[config.mk]
export PLATFORM = sky130hd
export DESIGN_NAME = hit_arbiter
export DESIGN_NICKNAME = d
export VERILOG_FILES = /design/src/rtl/hit_arbiter.sv
export SDC_FILE = /design/constraint.sdc
export NUM_CORES = 1
export LEC_CHECK = 0
export BUFFER_PORTS_ARGS = -buffer_cell sky130_fd_sc_hd__buf_2
export CAP_MARGIN = 20
export CORE_ASPECT_RATIO = 1.75
export CORE_MARGIN = 2
export CORE_UTILIZATION = 42
export CTS_BUF_LIST = sky130_fd_sc_hd__clkbuf_4 sky130_fd_sc_hd__clkbuf_8 sky130_fd_sc_hd__clkbuf_16
export DETAILED_ROUTE_END_ITERATION = 7
export PLACE_DENSITY = 0.62
export SYNTH_ARGS = -nofsm -noshare
export SYNTH_HDL_FRONTEND = slang
export SYNTH_SLANG_ARGS = --single-unit
[constraint.sdc]
create_clock -name clk -period 4.45 [get_ports clk]
set_clock_uncertainty 0.15 [all_clocks]
set_input_delay 0 -clock clk [delete_from_list [all_inputs] [get_ports clk]]
set_output_delay 0 -clock clk [all_outputs]
set_load 0.03 [all_outputs]
[src/rtl/hit_arbiter.sv]
// Turns hit-detector flags into damage/block pulses with invulnerability frames and simultaneous-hit arbitration.
// Define HIT_TRADE_EN to let simultaneous hits trade; otherwise a round-robin pointer defers one hit by a frame.
module hit_arbiter #(
   parameter int IFRAMES = 30,
   parameter int CNT_W   = 6
) (
   input  logic       clk,
   input  logic       rst,
   input  logic       game_active,
   input  logic [1:0] p1_hit_flag,
   input  logic [1:0] p2_hit_flag,
   input  logic       p1_blocking,
   input  logic       p2_blocking,
   input  logic [2:0] p1_block_left,
   input  logic [2:0] p2_block_left,
   output logic       p1_dmg_pulse,
   output logic       p2_dmg_pulse,
   output logic [1:0] p1_dmg_amt,
   output logic [1:0] p2_dmg_amt,
   output logic       p1_block_pulse,
   output logic       p2_block_pulse,
   output logic       p1_invuln,
   output logic       p2_invuln,
   output logic       trade
);

   typedef enum logic [1:0] {IDLE, PENDING, RESOLVE, INVULN} state_t;

   localparam logic [CNT_W-1:0] LOAD = CNT_W'(IFRAMES);

   state_t           st1_q, st2_q, st1_d, st2_d;
   logic [1:0]       prev1_q, prev2_q;
   logic [CNT_W-1:0] cnt1_q, cnt2_q, cnt1_d, cnt2_d;
   logic             hit1, hit2, acc1, acc2, pend1, pend2;
   logic             res1, res2, dir1, dir2, def1, def2;
   logic             blk1_d, blk2_d, dmg1_d, dmg2_d, trade_d;
   logic [1:0]       amt1_d, amt2_d;
`ifndef HIT_TRADE_EN
   logic             rr_q, rr_d, pend_dir_q, pend_dir_d, contested;
`endif

   function automatic state_t next_state(state_t st, logic active, logic defer,
                                         logic res, logic [CNT_W-1:0] cnt);
      next_state = st;
      if (!active)
         next_state = IDLE;
      else if (defer)
         next_state = PENDING;
      else if (res)
         next_state = RESOLVE;
      else if (st == RESOLVE)
         next_state = (IFRAMES > 0) ? INVULN : IDLE;
      else if ((st == INVULN) && (cnt <= CNT_W'(1)))
         next_state = IDLE;
   endfunction

   // A resolving hit reloads the counter; otherwise it counts down to zero.
   function automatic logic [CNT_W-1:0] next_cnt(logic active, logic res, logic [CNT_W-1:0] cnt);
      if (!active)
         next_cnt = '0;
      else if (res)
         next_cnt = LOAD;
      else if (cnt != '0)
         next_cnt = cnt - CNT_W'(1);
      else
         next_cnt = cnt;
   endfunction

   always_comb begin
      hit1  = (p1_hit_flag != 2'b00) && (prev1_q == 2'b00);
      hit2  = (p2_hit_flag != 2'b00) && (prev2_q == 2'b00);
      pend1 = (st1_q == PENDING);
      pend2 = (st2_q == PENDING);
      acc1  = hit1 && game_active && (cnt1_q == '0) && !pend1;
      acc2  = hit2 && game_active && (cnt2_q == '0) && !pend2;
`ifdef HIT_TRADE_EN
      def1    = 1'b0;
      def2    = 1'b0;
      res1    = acc1;
      res2    = acc2;
      dir1    = p1_hit_flag[1];
      dir2    = p2_hit_flag[1];
      trade_d = acc1 && acc2;
`else
      // On a contested frame the player named by rr resolves now, the other waits one frame.
      contested  = acc1 && acc2;
      def1       = contested && rr_q;
      def2       = contested && !rr_q;
      res1       = (acc1 && !def1) || (pend1 && game_active);
      res2       = (acc2 && !def2) || (pend2 && game_active);
      dir1       = pend1 ? pend_dir_q : p1_hit_flag[1];
      dir2       = pend2 ? pend_dir_q : p2_hit_flag[1];
      rr_d       = contested ? !rr_q : rr_q;
      pend_dir_d = def1 ? p1_hit_flag[1] : (def2 ? p2_hit_flag[1] : pend_dir_q);
      trade_d    = 1'b0;
`endif
      blk1_d = res1 && p1_blocking && (p1_block_left != 3'd0);
      blk2_d = res2 && p2_blocking && (p2_block_left != 3'd0);
      dmg1_d = res1 && !blk1_d;
      dmg2_d = res2 && !blk2_d;
      amt1_d = dmg1_d ? (dir1 ? 2'd2 : 2'd1) : 2'd0;
      amt2_d = dmg2_d ? (dir2 ? 2'd2 : 2'd1) : 2'd0;
      st1_d  = next_state(st1_q, game_active, def1, res1, cnt1_q);
      st2_d  = next_state(st2_q, game_active, def2, res2, cnt2_q);
      cnt1_d = next_cnt(game_active, res1, cnt1_q);
      cnt2_d = next_cnt(game_active, res2, cnt2_q);
   end

   // prev_flag tracks the live flags even in reset, so a flag held through reset is not an edge.
   always_ff @(posedge clk) begin
      prev1_q <= p1_hit_flag;
      prev2_q <= p2_hit_flag;
      if (rst) begin
         st1_q          <= IDLE;
         st2_q          <= IDLE;
         cnt1_q         <= '0;
         cnt2_q         <= '0;
         p1_dmg_pulse   <= 1'b0;
         p2_dmg_pulse   <= 1'b0;
         p1_dmg_amt     <= 2'd0;
         p2_dmg_amt     <= 2'd0;
         p1_block_pulse <= 1'b0;
         p2_block_pulse <= 1'b0;
         trade          <= 1'b0;
`ifndef HIT_TRADE_EN
         rr_q           <= 1'b0;
         pend_dir_q     <= 1'b0;
`endif
      end else begin
         st1_q          <= st1_d;
         st2_q          <= st2_d;
         cnt1_q         <= cnt1_d;
         cnt2_q         <= cnt2_d;
         p1_dmg_pulse   <= dmg1_d;
         p2_dmg_pulse   <= dmg2_d;
         p1_dmg_amt     <= amt1_d;
         p2_dmg_amt     <= amt2_d;
         p1_block_pulse <= blk1_d;
         p2_block_pulse <= blk2_d;
         trade          <= trade_d;
`ifndef HIT_TRADE_EN
         rr_q           <= rr_d;
         pend_dir_q     <= pend_dir_d;
`endif
      end
   end

   assign p1_invuln = (cnt1_q != '0);
   assign p2_invuln = (cnt2_q != '0);

endmodule

======== Word-level counts from Yosys, hierarchy flattened ========
Cells that the tools add are included.
word-level totals
  register bits ........................... 30
  latch bits .............................. 0
  memory bits (writable) .................. 0
  bits in read-only memories .............. 0
  logic and storage cells ................. 105
  memories ................................ 0
cells by class
  add/subtract/negate cells ............... 2
  multipliers ............................. 0
  div/mod/pow operators ................... 0
  order comparisons ....................... 2
  equal/unequal tests ..................... 6
  shifts and indexed selects .............. 0
  mux-type cells .......................... 18
  bitwise operators ....................... 3
  reductions and logical operators ........ 56
operator list
  kind                                                                              count
  1-bit logical AND                                                                 23
  5-bit 2-to-1 mux                                                                  4
  2-bit 2-to-1 mux                                                                  8
  6-bit by 1-bit less-or-equal comparator with 1-bit output, second input constant  2
  6-bit logical NOT                                                                 2
  3-bit nonzero test                                                                4
  6-bit nonzero test                                                                2
  3-bit OR reduction                                                                4
  6-bit by 1-bit subtractor with 6-bit output, second input constant                2
  2-bit nonzero test                                                                5
  2-bit == test, second input constant                                              4
  4-bit nonzero test                                                                2
  1-bit logical NOT                                                                 7
  1-bit 2-to-1 mux                                                                  6
  2-bit OR reduction                                                                3
  2-bit by 1-bit == test with 1-bit output, second input constant                   2
  2-bit logical NOT                                                                 2
  1-bit inverter                                                                    3
  1-bit logical OR                                                                  2

======== Depth between registers and ports, before layout ========
Gate-level depths: netlist (run 1).
  word-level depth ........................ 16
  gate-level depth with buffers ........... 9

======== Least setup slack after synthesis (run 1) ========
OpenSTA, ideal clock, no wires.
  path type ............................... register to register
  from .................................... register cnt2_q[0]
  to ...................................... register cnt2_q[2]
  library setup time ...................... 70 ps
  data arrival time ....................... 1729 ps
  required time ........................... 4230 ps
  path slack .............................. 2501 ps
  cell stages (with the launch flop) ...... 10
  period minus slack after synthesis ...... 1949 ps
  cell sequence ........................... dfxtp_1 > inv_1 > ha_1 > nor2b_1 > and2_1 > buf_2 > inv_1 > nand2_1 > mux2_2 > a21oi_1
on the way
  elaborated cells between the ends (all ways) .. 13
  those cells by class .................... add/sub (1); mux (2); reduce/logical (10)
RTL lines
  what                          RTL line  source
  start, declared               33        logic [CNT_W-1:0] cnt1_q, cnt2_q, cnt1_d, cnt2_d;
  start signal, assigned        133       cnt2_q <= cnt2_d;
  6-bit nonzero test            -
  named net p2_invuln           23        output logic p2_invuln,
  2-bit nonzero test (no line)  -
The timed path passes the listed nets, and every way through them passes these cells. The select of a mux whose other input is x is not followed.
A chain may end at the register's enable or synchronous reset.

======== Final worst setup path (run 1) ========
  from .................................... register cnt2_q[0]
  to ...................................... register p1_block_pulse
on the way
  word-level cells in the longest chain between the ends .. 10
ends and longest elaborated chain
  what                             RTL line  source
  6-bit logical NOT                75        acc2 = hit2 && game_active && (cnt2_q == '0) && !pend2;
  1-bit logical AND (2 in series)  75
  1-bit logical AND                86        contested = acc1 && acc2;
  1-bit logical AND                87        def1 = contested && rr_q;
  1-bit logical NOT                89        res1 = (acc1 && !def1) || (pend1 && game_active);
  1-bit logical AND                89
  1-bit logical OR                 89
  1-bit logical AND (2 in series)  97        blk1_d = res1 && p1_blocking && (p1_block_left != 3'd0);
  end signal, assigned             138       p1_block_pulse <= blk1_d;
  end, declared                    20        output logic p1_block_pulse,
Every way passes these cells.

==> flow_metrics.env, run 1 <==
export IMPL_ys_seq_area_frac=0.430
export IMPL_clk_root_buffer_cell="clkbuf_8"
export IMPL_hold_viol=0
export IMPL_globalRouteMet3Util=0.0472
export IMPL_reg2reg_slack_ns=1.96
export IMPL_critical_path_class="flop to flop"
export IMPL_synth_edf_count=0
export IMPL_setup_slack_ns=1.96
export IMPL_vias=1172
export IMPL_timing_rr_start="cnt2_q[0]$_SDFFE_PP0P_"
export IMPL_peakVddDrop_mv=0.716
export IMPL_finalMaxSlewViolations=0
export IMPL_dpl_worst_slack_ns=2.40
export IMPL_grt_pass1_wl_um=5060
export IMPL_grt_overflow_total=0
export IMPL_drt_initial_drc_count=19
export IMPL_syn_nets=168
export IMPL_p_sw_mw=0.530
export IMPL_hold_path_class="input pin to flop"
export IMPL_port_buffers=24
export IMPL_p_clk_frac=0.182
export IMPL_cts_reportedPaths_clkPinSlew_ns=0.06
export IMPL_met1_usage=0.187
export IMPL_yosysUniqueCellTypes=43
export IMPL_cts_sinks=30
export IMPL_async_flop_share=0
export IMPL_p_comb_frac=0.517
export IMPL_cts_tree="yes"
export IMPL_synth_cells=147
export IMPL_cts_htree_levels=2
export IMPL_core_um2=3180
export IMPL_max_stage_delay_ns=0.56
export IMPL_pin_count=26
export IMPL_p_int_mw=0.711
export IMPL_worst_pin_slew_ns=0.552
export IMPL_postCtsSetupBuffers=0
export IMPL_swShare=0.427
export IMPL_fmax_mhz=402
export IMPL_ant_nets=0
export IMPL_die_area_um2=3820
export IMPL_cpMaxStageDelayCell="dlygate4sd3_1"
export IMPL_wl_per_cell_um=13.1
export IMPL_fin_nets=207
export IMPL_hp_start="game_active"
export IMPL_ys_flop_type="dfxtp_1"
export IMPL_synth_seq_cells=30
export IMPL_drive_above_1_share=0.235
export IMPL_syn_avg_cell_area_um2=9.51
export IMPL_drc=0
export IMPL_grt_total_usage=0.186
export IMPL_cp_top_family="buffers and inverters"
export IMPL_end_kind="flop"
export IMPL_rows=27
export IMPL_outcome="complete, no violations"
export IMPL_dpl_hpwl_um=2310
export IMPL_post_route_min_period_ns=2.49
export IMPL_post_route_period_util=0.559
export IMPL_finalPower_mw=1.24
export IMPL_hold_slack_ns=0.00924
export IMPL_antenna_found_initial=0
export IMPL_dp_cells=209
export IMPL_timing_critical_path_buf_inv=2
export IMPL_wirelength_um=3020
export IMPL_final_setup_tns_ns=0
export IMPL_grt_pass1_vias=1165
export IMPL_dieHeight_um=80.3
export IMPL_cts_made_buffers=5
export IMPL_final_cell_area_um2=1770
export IMPL_synthToLayoutAreaGrowth_pct=26.9
export IMPL_dieWidth_um=47.6
export IMPL_clock_latency_ns=0.28
export IMPL_rsz0062_at_grt="no"
export IMPL_powerDensity_nw_per_um2=700
export IMPL_cp_max_fo=10
export IMPL_slew_headroom=0.632
export IMPL_worst_ep_arrival_time_ns=2.51
export IMPL_leakage_nw=0.704
export IMPL_layout_cells_non_filler=230
export IMPL_clockBufferDepth=2
export IMPL_crit_required_ns=4.47
export IMPL_drtPass1Iterations=3
export IMPL_postLayoutCoreUtil=0.558
export IMPL_crit_path_cell_trace="inv_1 > ha_1 > nor2b_1 > and2_1 > nand3_1 > a21boi_2 > nor3_1 > dlygate4sd3_1"
export IMPL_place_congestion=0.776
export IMPL_grt_busiest_layer="met2"
export IMPL_viasPerCell=5.10
export IMPL_setup_viol=0
export IMPL_grt_max_degree=17
export IMPL_place_area_um2=1550
export IMPL_antenna_diode_count=0
export IMPL_crit_start="cnt2_q[0]$_SDFFE_PP0P_"
export IMPL_syn_area_um2=1400
export IMPL_seqPwrFrac=0.302
export IMPL_cap_violations=0
export IMPL_ys_warn_count=0
export IMPL_grtUsageMet2=0.342
export IMPL_initial_core_util=0.440
export IMPL_worst_setup_path_start_kind="flop"
-- power by group through the flow --
stage                     clock [mW]  sequential [mW]  combinational (mW)
after floorplan                    0            0.371               0.516
after global placement             0            0.378               0.627
after detailed placement           0            0.380               0.635
after global routing           0.246            0.382               0.722
after CTS                      0.230            0.374               0.649
final                          0.225            0.374               0.641
-- per-layer routing --
| layer | up-vias | share of wire |
|---|---|---|
| met5 | - | 0 |
| met2 | 15 | 0.59 |
| met3 | 5 | 0.026 |
| met4 | 0 | 0.013 |
| li1 | 602 | - |
| met1 | 550 | 0.37 |
-- worst register-to-register path: cells and delay by family, from the launching register on --
kind,cells,cell delay (ns)
buffers and inverters,2,0.69
AND/OR/NAND/NOR,4,0.66
AO/OA/AOI/OAI,1,0.38
flip-flops,1,0.34
adder cells (fa/ha/maj),1,0.16
-- sequential cells by signal, summed over array words and instances (netlist names) --
signal          cells
cnt1_q              6
cnt2_q              6
p1_dmg_amt          2
p2_dmg_amt          2
prev1_q             2
prev2_q             2
st1_q               2
st2_q               2
p1_block_pulse      1
p1_dmg_pulse        1
p2_block_pulse      1
p2_dmg_pulse        1
pend_dir_q          1
rr_q                1
-- final timing paths --
| kind | depth (start not counted) | end |
|---|---|---|
| worst max-delay path | 8 | p1_block_pulse$_SDFF_PP0_ |
| worst min-delay path | 3 | cnt2_q[5]$_SDFFE_PP0P_ |
| worst max register to register | 8 | p1_block_pulse$_SDFF_PP0_ |
| worst min register to register | 2 | st2_q[0]$_SDFFE_PP0P_ |
-- synth_stat cells, types with 2 or more instances --
library cell,count,area (µm²)
o31ai_1,4,30.0
nor2_1,4,15.0
o21ai_0,4,20.0
a31oi_1,4,25.0
ha_1,6,75.1
nand3_1,3,15.0
nor3_1,8,40.0
nand2_1,12,45.0
xnor2_1,3,26.3
nor4_2,2,25.0
nor4_1,3,18.8
dfxtp_1,30,601
clkbuf_1,3,11.3
a21oi_1,12,60.1
nand2b_1,3,18.8
inv_1,8,30.0
nor3b_1,4,30.0
and2_1,4,25.0
nor2b_1,3,18.8
mux2i_1,4,40.0
-- cell usage in the layout (no fill, tap or decap), drive strengths merged, types with 6 or more instances in the layout --
cell type,count
nand2,12
nor3,9
buf,24
a21oi,12
clkbuf,6
ha,6
dfxtp,30
inv,8
dlygate4sd3,13
-- kinds of logic (layout without fill, tap and decap cells) --
kind of cell,after synthesis,after routing,synth area share
simple gates,58,58,0.266
compound gates,31,31,0.154
flops,30,30,0.430
buf+inv,13,53,0.0385
fa+ha+maj,6,6,0.0537
mux,5,5,0.0367
xor+xnor,3,3,0.0188
other cells,1,1,0.00268
-- cell type report --
cell class                      count  area (µm²)
Clock inverter                      2        12.5
Multi-Input combinational cell    104         743
Fill cell                         302        1400
Inverter                            8        30.0
Clock buffer                        6        82.6
Sequential cell                    30         601
Timing Repair Buffer               37         250
Tap cell                           43        53.8
-- what timing repair did --
action | 4_1_cts | 5_1_grt
endpoints found under the hold margin | 14 | 0
gates resized for setup | 0 | 0
hold buffers | 13 | 0
Note: power is estimated with default switching activity, not from simulation.
==> run 2: changes to the inputs <==
- PLACE_DENSITY: 0.62 -> 0.65
- clock period: 4.45 -> 2.05 ns (I/O delays scaled with it)
==> flow_metrics.env, run 2 (same netlist as run 1, synthesis figures left out) <==
export IMPL_outcome="complete, no violations"
export IMPL_rows=27
export IMPL_cpMaxStageDelayCell="or3_4"
export IMPL_reg2reg_slack_ns=0.1
export IMPL_worst_pin_slew_ns=0.604
export IMPL_core_um2=3180
export IMPL_timing_rr_start="cnt1_q[2]$_SDFFE_PP0P_"
export IMPL_cts_made_buffers=5
export IMPL_r2r_end="cnt2_q[0]$_SDFFE_PP0P_"
export IMPL_dpl_worst_slack_ns=0.0330
export IMPL_postCtsSetupBuffers=0
export IMPL_timing_critical_path_buf_inv=0
export IMPL_end_kind="flop"
export IMPL_cts_sinks=30
export IMPL_critPathCapture="cnt2_q[0]$_SDFFE_PP0P_"
export IMPL_critical_path_class="flop to flop"
export IMPL_grt_pass1_wl_um=5380
export IMPL_post_route_min_period_ns=1.95
export IMPL_drtPass1Iterations=4
export IMPL_dpl_hpwl_um=2360
export IMPL_postLayoutCoreUtil=0.572
export IMPL_p_clk_frac=0.178
export IMPL_crit_cells=5
export IMPL_p_comb_frac=0.523
export IMPL_cts_htree_levels=2
export IMPL_hp_start="p2_hit_flag[0]"
export IMPL_vias=1225
export IMPL_final_setup_tns_ns=0
export IMPL_antenna_found_initial=0
export IMPL_port_buffers=24
export IMPL_p_int_mw=1.58
export IMPL_leakage_nw=0.723
export IMPL_initial_core_util=0.440
export IMPL_antenna_diode_count=0
export IMPL_holdPathStages=2
export IMPL_cp_top_family="simple AND/OR/NAND/NOR gates"
export IMPL_max_stage_delay_ns=0.42
export IMPL_slew_headroom=0.597
export IMPL_powerDensity_nw_per_um2=1510
export IMPL_finalPower_mw=2.75
export IMPL_wl_per_cell_um=14.2
export IMPL_reg_top3="cnt1_q: 6 flops, cnt2_q: 6 flops"
export IMPL_swShare=0.426
export IMPL_rsz0062_at_grt="no"
export IMPL_fin_nets=209
export IMPL_clk_root_buffer_cell="clkbuf_8"
export IMPL_drt_initial_drc_count=27
export IMPL_setup_viol=0
export IMPL_rr_worst_depth=5
export IMPL_grt_pass1_vias=1238
export IMPL_final_cell_mix="dfxtp_1, buf_2, nand2_1, a21oi_1, dlygate4sd3_1"
export IMPL_grt_overflow_total=0
export IMPL_peakVddDrop_mv=0.923
export IMPL_dieHeight_um=80.3
export IMPL_wirelength_um=3300
export IMPL_cp_max_fo=9
export IMPL_crit_start="cnt1_q[2]$_SDFFE_PP0P_"
export IMPL_ant_nets=0
export IMPL_crit_required_ns=2.11
export IMPL_place_area_um2=1560
export IMPL_grt_max_degree=17
export IMPL_final_cell_area_um2=1820
export IMPL_setup_slack_ns=0.0956
export IMPL_hold_path_class="input pin to flop"
export IMPL_clock_latency_ns=0.29
export IMPL_cap_violations=0
export IMPL_fmax_mhz=512
export IMPL_worst_setup_path_start_kind="flop"
export IMPL_grt_total_usage=0.201
export IMPL_drc=0
export IMPL_hold_viol=0
export IMPL_crit_path_cell_trace="or3_4 > nand3b_4 > nor3_4 > a2bb2oi_4 > nor3b_2"
export IMPL_viasPerCell=5.28
export IMPL_synthToLayoutAreaGrowth_pct=30.1
export IMPL_finalMaxSlewViolations=0
export IMPL_dieWidth_um=47.6
export IMPL_die_area_um2=3820
export IMPL_drive_above_1_share=0.265
export IMPL_post_route_period_util=0.953
export IMPL_final_common_cell="dfxtp_1"
export IMPL_seqPwrFrac=0.298
export IMPL_pin_count=26
export IMPL_clockBufferDepth=2
export IMPL_worst_ep_arrival_time_ns=2.01
export IMPL_place_congestion=0.807
export IMPL_cts_reportedPaths_clkPinSlew_ns=0.06
export IMPL_p_sw_mw=1.17
export IMPL_cts_tree="yes"
## run 2: cell types whose count changed in the layout (fill, tap and decap cells not counted)
cell / change
nor4b_2: +1
nor4b_1: -1
nor4_4: +1
and2_4: +1
inv_2: +1
nor4_2: -1
and2_1: -1
dlygate4sd3_1: -1
a21boi_4: +1
inv_1: -1
a2bb2oi_2: +1
a21boi_2: -1
buf_4: +2
## run 2: power by group through the flow
stage | sequential, mW | clock, mW | combinational [mW]
after floorplan | 0.805 | 0 | 1.12
after global placement | 0.818 | 0 | 1.36
after detailed placement | 0.829 | 0 | 1.37
after CTS | 0.816 | 0.505 | 1.40
after global routing | 0.835 | 0.533 | 1.62
final | 0.821 | 0.491 | 1.44
## run 2: worst register-to-register path, cell delays in order (launching register included)
cell       delay [ns]
dfxtp_1          0.35
or3_4            0.42
nand3b_4         0.24
nor3_4           0.31
a2bb2oi_4        0.23
nor3b_2          0.18
## run 2: area by class of cell
cell class	count	area, µm²
well taps	43	53.8
repair buffers	38	255
multi-input cells	105	783
fillers	298	1360
inverters	8	30.0
clock buffers	6	82.6
clock inverters	2	12.5
flip-flops and latches	30	601
## run 2: timing repair
action | in CTS | in global routing
hold endpoints to repair | 19 | 0
setup endpoints to repair | 0 | 18
gates resized for setup | 0 | 6
hold buffers | 12 | 0
## run 2: worst min path at each step
stage,end,slack [ns]
after floorplan,prev1_q[0]$_DFF_P_,-0.12
after global placement,prev2_q[0]$_DFF_P_,-0.03
after detailed placement,prev2_q[0]$_DFF_P_,-0.03
after CTS,prev2_q[0]$_DFF_P_,0.20
after global routing,prev2_q[0]$_DFF_P_,0.22
final,prev2_q[0]$_DFF_P_,0.22
## run 2: through the flow
step	hold slack, ns	instances
after floorplan	-0.122	147
after global placement	-0.0315	211
after detailed placement	-0.0314	211
after CTS	0.204	231
after global routing	0.220	232
final	0.217	232
## run 2: per-layer routing
layer / up-vias / part of all wire / track usage
li1: 606 / - / -
met1: 588 / 0.35 / 0.187
met2: 24 / 0.59 / 0.369
met3: 7 / 0.034 / 0.0607
met4: 0 / 0.024 / 0.0919
met5: - / 0 / 0
==> run 3: changes to the inputs <==
- CORE_ASPECT_RATIO: 1.75 -> 1.4
==> flow_metrics.env, run 3 (same netlist as run 1, synthesis figures left out) <==
export IMPL_outcome="complete, no violations"
export IMPL_dieWidth_um=52.8
export IMPL_peakVddDrop_mv=1.05
export IMPL_place_congestion=0.824
export IMPL_port_buffers=24
export IMPL_rows=24
export IMPL_post_route_period_util=0.940
export IMPL_worst_setup_path_start_kind="flop"
export IMPL_dp_cells=207
export IMPL_setup_viol=0
export IMPL_timing_critical_path_buf_inv=0
export IMPL_crit_path_cell_trace="or3_4 > nand3b_4 > nor2_2 > a21boi_4 > nor4_2"
export IMPL_cts_htree_levels=2
export IMPL_hold_path_class="input pin to flop"
export IMPL_cp_max_fo=10
export IMPL_drive_above_1_share=0.268
export IMPL_finalMaxSlewViolations=0
export IMPL_grtUsageMet2=0.318
export IMPL_grt_overflow_total=0
export IMPL_initial_core_util=0.443
export IMPL_wl_per_cell_um=13.4
export IMPL_clock_latency_ns=0.28
export IMPL_dpl_hpwl_um=2170
export IMPL_cts_made_buffers=5
export IMPL_grt_pass1_vias=1210
export IMPL_clk_root_buffer_cell="clkbuf_8"
export IMPL_drtPass1Iterations=4
export IMPL_drc=0
export IMPL_cts_sinks=30
export IMPL_worst_ep_arrival_time_ns=1.96
export IMPL_wirelength_um=3070
export IMPL_grt_max_degree=17
export IMPL_cts_reportedPaths_clkPinSlew_ns=0.07
export IMPL_cts_tree="yes"
export IMPL_grt_busiest_layer="met2"
export IMPL_drt_initial_drc_count=13
export IMPL_pin_count=26
export IMPL_cap_violations=0
export IMPL_end_kind="flop"
export IMPL_met1_usage=0.175
export IMPL_grt_total_usage=0.173
export IMPL_hold_viol=0
export IMPL_leakage_nw=0.727
export IMPL_dieHeight_um=72.3
export IMPL_cpMaxStageDelayCell="or3_4"
export IMPL_hold_slack_ns=0.214
export IMPL_antenna_diode_count=0
export IMPL_layout_cells_non_filler=229
export IMPL_critical_path_class="flop to flop"
export IMPL_post_route_min_period_ns=1.93
export IMPL_fin_nets=210
export IMPL_clockBufferDepth=2
export IMPL_vias=1193
export IMPL_ant_nets=0
export IMPL_crit_required_ns=2.08
export IMPL_die_area_um2=3810
export IMPL_max_stage_delay_ns=0.41
export IMPL_viasPerCell=5.21
export IMPL_final_common_cell="dfxtp_1"
export IMPL_fmax_mhz=519
export IMPL_powerDensity_nw_per_um2=1500
export IMPL_worst_pin_slew_ns=0.549
export IMPL_grt_pass1_wl_um=4910
export IMPL_slew_headroom=0.634
export IMPL_reg_top3="cnt1_q: 6 flops, cnt2_q: 6 flops"
export IMPL_cp_top_family="simple AND/OR/NAND/NOR gates"
export IMPL_final_cell_mix="dfxtp_1, buf_2, a21oi_1, dlygate4sd3_1, nand2_1"
export IMPL_synthToLayoutAreaGrowth_pct=29.8
export IMPL_globalRouteMet3Util=0.0453
export IMPL_postLayoutCoreUtil=0.575
export IMPL_core_um2=3150
export IMPL_antenna_found_initial=0
-- run 3: per-stage QoR --
step,cell area (µm²),worst slack (ns),power (mW),TNS (ns)
final,1810,0.123,2.71,0
after floorplan,1400,0.101,1.93,0
after detailed placement,1560,0.0602,2.17,0
after CTS,1770,0.0366,2.68,0
after global placement,1560,0.142,2.14,0
after global routing,1810,-0.0202,2.90,-0.0546
-- run 3: final timing paths --
| path | start | end | slack (ns) | cells past startpoint |
|---|---|---|---|---|
| max | cnt1_q[2]$_SDFFE_PP0P_ | p1_dmg_amt[1]$_SDFF_PP0_ | 0.12 | 5 |
| max reg2reg | cnt1_q[2]$_SDFFE_PP0P_ | p1_dmg_amt[1]$_SDFF_PP0_ | 0.12 | 5 |
| min reg2reg | st2_q[1]$_SDFFE_PP0P_ | st2_q[0]$_SDFFE_PP0P_ | 0.36 | 2 |
| min | p1_hit_flag[0] | prev1_q[0]$_DFF_P_ | 0.21 | 2 |
-- run 3: layout make-up --
cell class / count / area [µm²]
clock buffer: 6 / 82.6
clock inverter: 2 / 12.5
fill: 269 / 1340
inverter: 8 / 30.0
multi-input combinational: 105 / 774
sequential: 30 / 601
tap: 39 / 48.8
timing repair buffer: 39 / 265
-- run 3: timing repair --
item,4_1_cts,5_1_grt
setup endpoints to repair,0,14
setup buffers,0,1
gates resized for setup,0,5
endpoints found under the hold margin,15,0
hold buffers,12,0
-- run 3: metal layers --
metal  vias to the layer above  wire length [µm]  share of wire
met1                       556              1170           0.38
li1                        613                 -              -
met2                        18              1740           0.57
met3                         6                85          0.028
met5                         -                 0              0
met4                         0                73          0.024
-- run 3: power by group --
group	switching (mW)	internal, mW	leakage, nW
Combinational	0.819	0.596	0.435
Sequential	0.115	0.696	0.245
Clock	0.218	0.269	0.0472
